**config.mk**
```make
export PLATFORM = sky130hd
export DESIGN_NAME = systolic_feeder
export DESIGN_NICKNAME = d
export VERILOG_FILES = /design/src/rtl/systolic_pkg.sv /design/src/rtl/systolic_skew_gen.sv /design/src/rtl/systolic_feeder.sv
export SDC_FILE = /design/constraint.sdc
export NUM_CORES = 1
export LEC_CHECK = 0
export BUFFER_PORTS_ARGS = -buffer_cell sky130_fd_sc_hd__buf_2
export CAP_MARGIN = 25
export CORE_AREA = 2 2 220 222
export DETAILED_ROUTE_END_ITERATION = 7
export DIE_AREA = 0 0 222 224
export PLACE_DENSITY = 0.84
export SYNTH_ARGS = -nofsm -noshare
export SYNTH_HDL_FRONTEND = slang
export SYNTH_HIERARCHICAL = 1
export SYNTH_SLANG_ARGS = --single-unit
```
**constraint.sdc**
```tcl
create_clock -name clk -period 26.2 [get_ports clk]
set_clock_uncertainty 0.2 [all_clocks]
set_input_delay 2.62 -clock clk [delete_from_list [all_inputs] [get_ports clk]]
set_output_delay 2.62 -clock clk [all_outputs]
set_load 0.01 [all_outputs]
```
**src/rtl/systolic_pkg.sv**
```systemverilog
// rtl/systolic_pkg.sv - shared types, sizes and lane helpers for the systolic array feeder
package systolic_pkg;

    localparam int DATA_BIT_DEF = 8;
    localparam int ARRAY_N      = 4;
    localparam int STREAM_LEN   = 10;

    typedef enum logic [2:0] {
        S_IDLE,
        S_LOAD,
        S_CLEAR,
        S_STREAM,
        S_DRAIN,
        S_OUT
    } feeder_state_t;

    // Lane n is fed at step t only while the skewed index t-n lies inside the matrix.
    function automatic logic in_window(input logic [3:0] t, input logic [1:0] lane);
        return (t >= {2'b00, lane}) && ((t - {2'b00, lane}) <= 4'd3);
    endfunction

    function automatic logic [1:0] window_idx(input logic [3:0] t, input logic [1:0] lane);
        return 2'(t - {2'b00, lane});
    endfunction

    function automatic int flat_idx(input int row, input int col);
        return row * ARRAY_N + col;
    endfunction

endpackage

```
**src/rtl/systolic_skew_gen.sv**
```systemverilog
// rtl/systolic_skew_gen.sv - combinational skewed lane select for the west (A rows) and north (B columns) streams
module systolic_skew_gen
    import systolic_pkg::*;
#(
    parameter int DATA_BIT = DATA_BIT_DEF
) (
    input  logic                             active,
    input  logic [3:0]                       t,
    input  logic [ARRAY_N*ARRAY_N*DATA_BIT-1:0] a_buf,
    input  logic [ARRAY_N*ARRAY_N*DATA_BIT-1:0] b_buf,
    output logic [ARRAY_N*DATA_BIT-1:0]      west,
    output logic [ARRAY_N*DATA_BIT-1:0]      north
);

    always_comb begin
        west  = '0;
        north = '0;
        for (int n = 0; n < ARRAY_N; n++) begin
            if (active && in_window(t, 2'(n))) begin
                west[n*DATA_BIT +: DATA_BIT]  =
                    a_buf[flat_idx(n, int'(window_idx(t, 2'(n))))*DATA_BIT +: DATA_BIT];
                north[n*DATA_BIT +: DATA_BIT] =
                    b_buf[flat_idx(int'(window_idx(t, 2'(n))), n)*DATA_BIT +: DATA_BIT];
            end
        end
    end

endmodule

```
**src/rtl/systolic_feeder.sv**
```systemverilog
// rtl/systolic_feeder.sv - load/clear/stream/drain/output controller for a 4x4 systolic array (option: SYSTOLIC_FEEDER_TIMEOUT_EN)
module systolic_feeder
    import systolic_pkg::*;
#(
    parameter int DATA_BIT     = DATA_BIT_DEF,
    parameter int DONE_TIMEOUT = 31
) (
    input  logic                              clk,
    input  logic                              rst,
    input  logic                              in_valid,
    output logic                              in_ready,
    input  logic [ARRAY_N*DATA_BIT-1:0]       in_row_a,
    input  logic [ARRAY_N*DATA_BIT-1:0]       in_row_b,
    output logic                              arr_rst,
    output logic [ARRAY_N*DATA_BIT-1:0]       arr_west,
    output logic [ARRAY_N*DATA_BIT-1:0]       arr_north,
    input  logic                              arr_done,
    input  logic [ARRAY_N*ARRAY_N*2*DATA_BIT-1:0] arr_result,
    output logic                              out_valid,
    input  logic                              out_ready,
    output logic [ARRAY_N*2*DATA_BIT-1:0]     out_row,
    output logic                              out_last,
    output logic                              busy,
    output logic                              err
);

    localparam int RW       = 2 * DATA_BIT;
    localparam int ROW_BITS = ARRAY_N * DATA_BIT;
    localparam logic [1:0] LAST_ROW = 2'(ARRAY_N - 1);
    localparam logic [3:0] LAST_T   = 4'(STREAM_LEN - 1);

    feeder_state_t state, state_n;

    logic [1:0] cnt;
    logic [1:0] r;
    logic [3:0] t;
    logic [3:0] t_n;
    logic       accept;
    logic       fire_out;
    logic       timeout;

    logic [ARRAY_N*ROW_BITS-1:0]   a_buf;
    logic [ARRAY_N*ROW_BITS-1:0]   b_buf;
    logic [ARRAY_N*ARRAY_N*RW-1:0] res_buf;
    logic [ROW_BITS-1:0]           west_n;
    logic [ROW_BITS-1:0]           north_n;

    assign accept   = in_valid & in_ready;
    assign fire_out = out_valid & out_ready;

    always_ff @(posedge clk) begin
        if (rst) state <= S_IDLE;
        else     state <= state_n;
    end

    always_comb begin
        state_n = state;
        case (state)
            S_IDLE:   if (accept) state_n = S_LOAD;
            S_LOAD:   if (accept && cnt == LAST_ROW) state_n = S_CLEAR;
            S_CLEAR:  state_n = S_STREAM;
            S_STREAM: if (t == LAST_T) state_n = S_DRAIN;
            S_DRAIN:  if (arr_done || timeout) state_n = S_OUT;
            S_OUT:    if (fire_out && r == LAST_ROW) state_n = S_IDLE;
            default:  state_n = S_IDLE;
        endcase
    end

    always_comb begin
        in_ready  = 1'b0;
        busy      = 1'b1;
        out_valid = 1'b0;
        out_last  = 1'b0;
        arr_rst   = rst;
        case (state)
            S_IDLE: begin
                in_ready = 1'b1;
                busy     = 1'b0;
            end
            S_LOAD:  in_ready = 1'b1;
            S_CLEAR: arr_rst = 1'b1;
            S_OUT: begin
                out_valid = 1'b1;
                out_last  = (r == LAST_ROW);
            end
            default: ;
        endcase
    end

    assign out_row = res_buf[int'(r)*ARRAY_N*RW +: ARRAY_N*RW];

    // Streams are computed from the upcoming state/step so the registered lanes line up with t.
    assign t_n = (state == S_STREAM) ? t + 4'd1 : 4'd0;

    systolic_skew_gen #(
        .DATA_BIT (DATA_BIT)
    ) u_skew (
        .active (state_n == S_STREAM),
        .t      (t_n),
        .a_buf  (a_buf),
        .b_buf  (b_buf),
        .west   (west_n),
        .north  (north_n)
    );

    always_ff @(posedge clk) begin
        if (rst) begin
            cnt       <= 2'd0;
            r         <= 2'd0;
            t         <= 4'd0;
            arr_west  <= '0;
            arr_north <= '0;
        end else begin
            if (accept)   cnt <= cnt + 2'd1;
            if (fire_out) r   <= r + 2'd1;
            t         <= t_n;
            arr_west  <= west_n;
            arr_north <= north_n;
        end
    end

    always_ff @(posedge clk) begin
        if (accept) begin
            a_buf[int'(cnt)*ROW_BITS +: ROW_BITS] <= in_row_a;
            b_buf[int'(cnt)*ROW_BITS +: ROW_BITS] <= in_row_b;
        end
        if (state == S_DRAIN && (arr_done || timeout)) res_buf <= arr_result;
    end

`ifdef SYSTOLIC_FEEDER_TIMEOUT_EN
    localparam int TW = $clog2(DONE_TIMEOUT + 1);

    logic [TW-1:0] drain_cnt;
    logic          err_q;

    assign timeout = (state == S_DRAIN) && !arr_done && (drain_cnt == TW'(DONE_TIMEOUT - 1));
    assign err     = err_q;

    always_ff @(posedge clk) begin
        if (rst) begin
            drain_cnt <= '0;
            err_q     <= 1'b0;
        end else begin
            drain_cnt <= (state == S_DRAIN) ? drain_cnt + TW'(1) : '0;
            if (timeout) err_q <= 1'b1;
        end
    end
`else
    logic unused_timeout;

    assign unused_timeout = ^DONE_TIMEOUT;
    assign timeout        = 1'b0;
    assign err            = 1'b0;
`endif

endmodule

```
* Word-level counts from Yosys, hierarchy flattened
Index checks and enable logic that the tools add are counted.
** Word-level totals
- Bits in registers :: 587
- Bits of input ports :: 325
- Output and inout port bits :: 134
- Word-level logic and storage cells :: 94
** Cells by class
- $add $sub $neg :: 13
- Order comparisons :: 8
- Eq/ne operators :: 9
- Shift-type cells :: 12
- Muxes and demuxes :: 14
- Bitwise logic cells :: 6
- Reductions and logical operators :: 17
** Operators by type and width (count)
- 128-bit by 32-bit indexed part select with 8-bit output :: 6
- 128-bit bitwise mux :: 2
- 256-bit by 9-bit indexed part select with 64-bit output :: 1
- 32-bit by 33-bit indexed part select with 128-bit output :: 2
- 32-bit by 33-bit variable shift with 128-bit output (first input constant) :: 1
- 128-bit by 6-bit indexed part select with 8-bit output :: 1
- 128-bit by 8-bit indexed part select with 8-bit output :: 1
- 7-bit negator with 33-bit output :: 1
- 3-bit one-hot mux with 6 select lines :: 1
- 4-bit by 2-bit <= comparator with 1-bit output (second input constant) :: 4
- 3-bit two-way mux :: 5
- 1-bit logical AND :: 11
- 4-bit by 2-bit adder with 5-bit output (first input constant) :: 2
- 4-bit by 2-bit adder with 5-bit output (second input constant) :: 2
- 2-bit OR reduction :: 5
- 3-bit by 2-bit == test with 1-bit output (second input constant) :: 3
- 4-bit by 1-bit >= comparator with 1-bit output (second input constant) :: 2
- 4-bit by 2-bit >= comparator with 1-bit output (second input constant) :: 2
- 4-bit by 2-bit subtractor with 4-bit output (second input constant) :: 2
- 3-bit == test (second input constant) :: 2
- 4-bit by 1-bit adder with 5-bit output (second input constant) :: 1
- 1-bit two-way mux :: 5
- 2-bit by 1-bit adder with 2-bit output (second input constant) :: 2
- 3-bit by 2-bit adder with 4-bit output (first input constant) :: 1
- other kinds (9) :: 14

* Longest topological paths before layout
- Depth in word-level cells :: 11
- Gate-level depth with buffers :: 14
- Mapped depth without buffers :: 9

* By module
The synthesis kept the hierarchy.
** Modules (own cells, without submodules)
- systolic_feeder :: times used 1, cells an instance 1091, area each 21110.2 um2, seq. area each 16876.2 um2
- systolic_skew_gen :: times used 1, cells an instance 190, area each 2311.0 um2, seq. area each 0.0 um2

* Least setup slack after synthesis
Ideal clock, no wire load.
- Path type :: input -> register
- Start point :: input port arr_done
- End point :: register res_buf[0] (enable)
- Library setup time :: 1513 ps
- Data arrival time :: 26671 ps
- Data required time :: 24487 ps
- Path slack :: -2184 ps
- Cell stages on the path :: 1
- Path buffers :: 0
- Cells stage by stage :: nor4bb_1
** On the way
- Longest elaborated chain between the ends :: 1
** Ends and longest elaborated chain
- start: declaration :: line systolic_feeder.sv:17 : input logic arr_done,
- 1-bit logical AND :: line systolic_feeder.sv:127 : if (state == S_DRAIN && (arr_done || timeout)) res_buf <= arr_result;
- end signal: assignment :: line systolic_feeder.sv:127
- end: declaration :: line systolic_feeder.sv:44 : logic [ARRAY_N*ARRAY_N*RW-1:0] res_buf;
Every way passes these cells.
A chain may end at the register's enable or synchronous reset.

* Final worst setup path
- Start point :: input port rst
- End point :: output port arr_rst
** On the way
- Longest elaborated chain between the ends :: 1
** Ends and longest elaborated chain
- start: declaration :: line systolic_feeder.sv:9 : input logic rst,
- 1-bit two-way mux :: line systolic_feeder.sv:75 : case (state)
- end: declaration :: line systolic_feeder.sv:14 : output logic arr_rst,
Every way passes these cells.

==> flow_summary.yaml <==
sta:
  fin_ws_ns: 19.68
  worst-slew-pin-transition_ns: 1.08
  max_slew_margin: 0.278
  whs_ns: 0.306
  finalSetupViolations: 0
  final_max_slew_viol_count: 0
  hold_viol: 0
  tns_ns: 0
  fin_crit_sh: 0.249
  rsz0062_at_grt: "no"
  fmax_mhz: 153
  finalCriticalPeriod_ns: 6.52
grt:
  grt_pass1_wl_um: 84900
  grt_overflow: 0
  grt_max_degree: 89
  track_usage: 0.231
  grt_pass1_vias: 13551
  antenna_found_initial: 25
setup_path:
  cp_max_fo: 73
  critPathLaunchType: "input pin"
  cp_cell_sequence: "buf_2 -> buf_4 -> o21bai_1 -> buf_2"
  cp_slowest_cell: "buf_4"
  cp.required_ns: 23.38
  worstSetupPathType: "input pin to output pin"
  max_stage_delay_ns: 0.63
  endpoint_kind: "output pin"
  crit_start: "rst"
  ff2ff_path_depth: 9
  crit_arrival_ns: 3.70
  cp_common_cell: "buf_2"
  cp_num_buf_inv: 3
  ff2ff_setup_slack_ns: 22.13
  timing.rr.start: "state[1]"
  path_delay_family: "buffers and inverters"
  worstReg2RegEnd: "arr_west[12]"
placed_design:
  gp_congestion: 0.857
  pre_cts_slack_ns: 19.60
  dp_hpwl_um: 38400
  placed_area_sq_mm: 0.0263
  io_buffers: 457
synth:
  avgSynthCellArea_sq_um: 18.3
  synth-seq-cells: 587
  synth_warnings: 6
  synth_edf_count: 512
  synth_top_flop_cell: "edfxtp_1"
  ys_types: 44
  synthArstFlopShare: 0
  synth_fp_nets: 1620
  syn_area_sq_mm: 0.0234
  syn_inst: 1281
  ys_seq_area_frac: 0.721
route:
  vias_per_cell: 5.49
  wl_um: 57900
  wl_per_cell_um: 23.9
  dr_total_vias: 13264
  firstDrtPassIters: 5
  drcViolationCount: 0
  first_iter_violations: 1226
  ant_nets: 0
floorplanning:
  die_w_um: 222
  row_count: 80
  core_area_sq_mm: 0.0473
  die_h_um: 224
  die_area_sq_mm: 0.0497
  initial_utilization: 0.495
  boundaryPins: 459
cells_and_area:
  mostFrequentLayoutCell: "edfxtp_1"
  mostFrequentLayoutCells: "edfxtp_1, buf_2, and2_1"
  area_growth_pct: 21.0
  ff_latch_area_sq_mm: 0.0169
  drive_gt1_frac: 0.444
  fin_area_sq_mm: 0.0283
  multiInputGateArea_sq_mm: 0.00618
  fin_nets: 2081
  num-fill-cells: 3363
clock_network:
  cts_made_buffers: 58
  clk_pin_slew_ns: 0.06
  cts.sinks: 587
  cts_max_path_buffers: 3
  cts_max_level: 2
  clk_latency_ns: 0.62
  holdBufCountCts: 0
  postCtsSetupBuffers: 0
  cts-root-buf: "clkbuf_16"
  cts_resized: 0
  cts_tree: "done"
power:
  power_mw: 1.98
  p_leak_nw: 10.4
  p_per_area_mw_per_mm2: 69.8
  vdd_drop_max_uv: 59.0
run_status:
  status: "finished, final reports clean"
hold_path:
  hold_start: "cnt[1]"
  min_to: "cnt[1]"
  hold_class: "flop to flop"
  hold_path_depth: 2
job:
  cap_violations: 0
==> report_power, final <==
| group | leakage [nW] | total, mW | switching (mW) | internal [mW] |
|---|---|---|---|---|
| logic | 4.03 | 0.0849 | 0.0460 | 0.0389 |
| registers | 5.42 | 1.05 | 0.00551 | 1.04 |
| clock network | 0.964 | 0.847 | 0.361 | 0.487 |
==> layer usage <==
metal,vias up,routed length (um),track usage
met4,32,1940,0.0926
met1,6690,21000,0.276
met3,146,5680,0.0778
met2,622,29100,0.388
li1,5774,-,-
met5,-,212,0
==> area by class of cell <==
| cell class | count | share of cell area |
|---|---|---|
| multi-input cells | 614 | 0.218 |
| repair buffers | 475 | 0.0870 |
| inverters | 6 | 0.000795 |
| clock inverters | 38 | 0.0140 |
| clock buffers | 72 | 0.0563 |
| flip-flops and latches | 587 | 0.596 |
| well taps | 615 | 0.0272 |
| diodes | 10 | 0.000883 |
==> how the worst max path moves through the flow <==
stage,end,slack [ns],cells past startpoint
floorplan,res_buf[0],8.15,1
global placement,arr_rst,19.63,4
detailed placement,arr_rst,19.60,4
CTS,arr_rst,19.60,4
global route,arr_rst,19.59,4
finish,arr_rst,19.68,4
==> through the flow <==
step,std cells,util
floorplan,1281,-
global placement,2294,0.555
detailed placement,2294,0.555
CTS,2404,0.597
global route,2414,0.598
finish,2417,0.599
==> tightest hold or removal path, cell delays in order (launching register included) <==
cell and delay [ns]:
dfxtp_1 0.34, nand2_1 0.06, a21oi_1 0.05
==> sequential cells by signal, summed over array words and instances (netlist names) <==
name,flops
b_buf,128
t,4
state,3
res_buf,256
r,2
arr_north,32
a_buf,128
cnt,2
arr_west,32
==> synthesized netlist by cell type, types with 14 or more instances <==
library cell	instances	area share
edfxtp_1	512	0.66
and2_1	193	0.052
mux4_2	128	0.12
nor2b_1	83	0.022
dfxtp_1	75	0.064
and2_2	64	0.021
nand2_1	26	0.0042
clkbuf_1	24	0.0038
and3_1	19	0.0051
clkbuf_2	18	0.0038
nor3b_1	17	0.0054
ha_1	14	0.0075
nor2_1	14	0.0022
==> cells by family (layout without fill, tap and decap cells) <==
| kind of cell | after synthesis | after routing | synth area share |
|---|---|---|---|
| flops | 587 | 587 | 0.721 |
| simple gates | 437 | 437 | 0.119 |
| mux | 128 | 128 | 0.123 |
| buf+inv | 80 | 591 | 0.0189 |
| compound gates | 27 | 27 | 0.00807 |
| fa+ha+maj | 14 | 14 | 0.00748 |
| xor+xnor | 7 | 7 | 0.00294 |
| other cells | 1 | 11 | 0.000160 |
No activity file was read; power rests on OpenSTA's default activity.
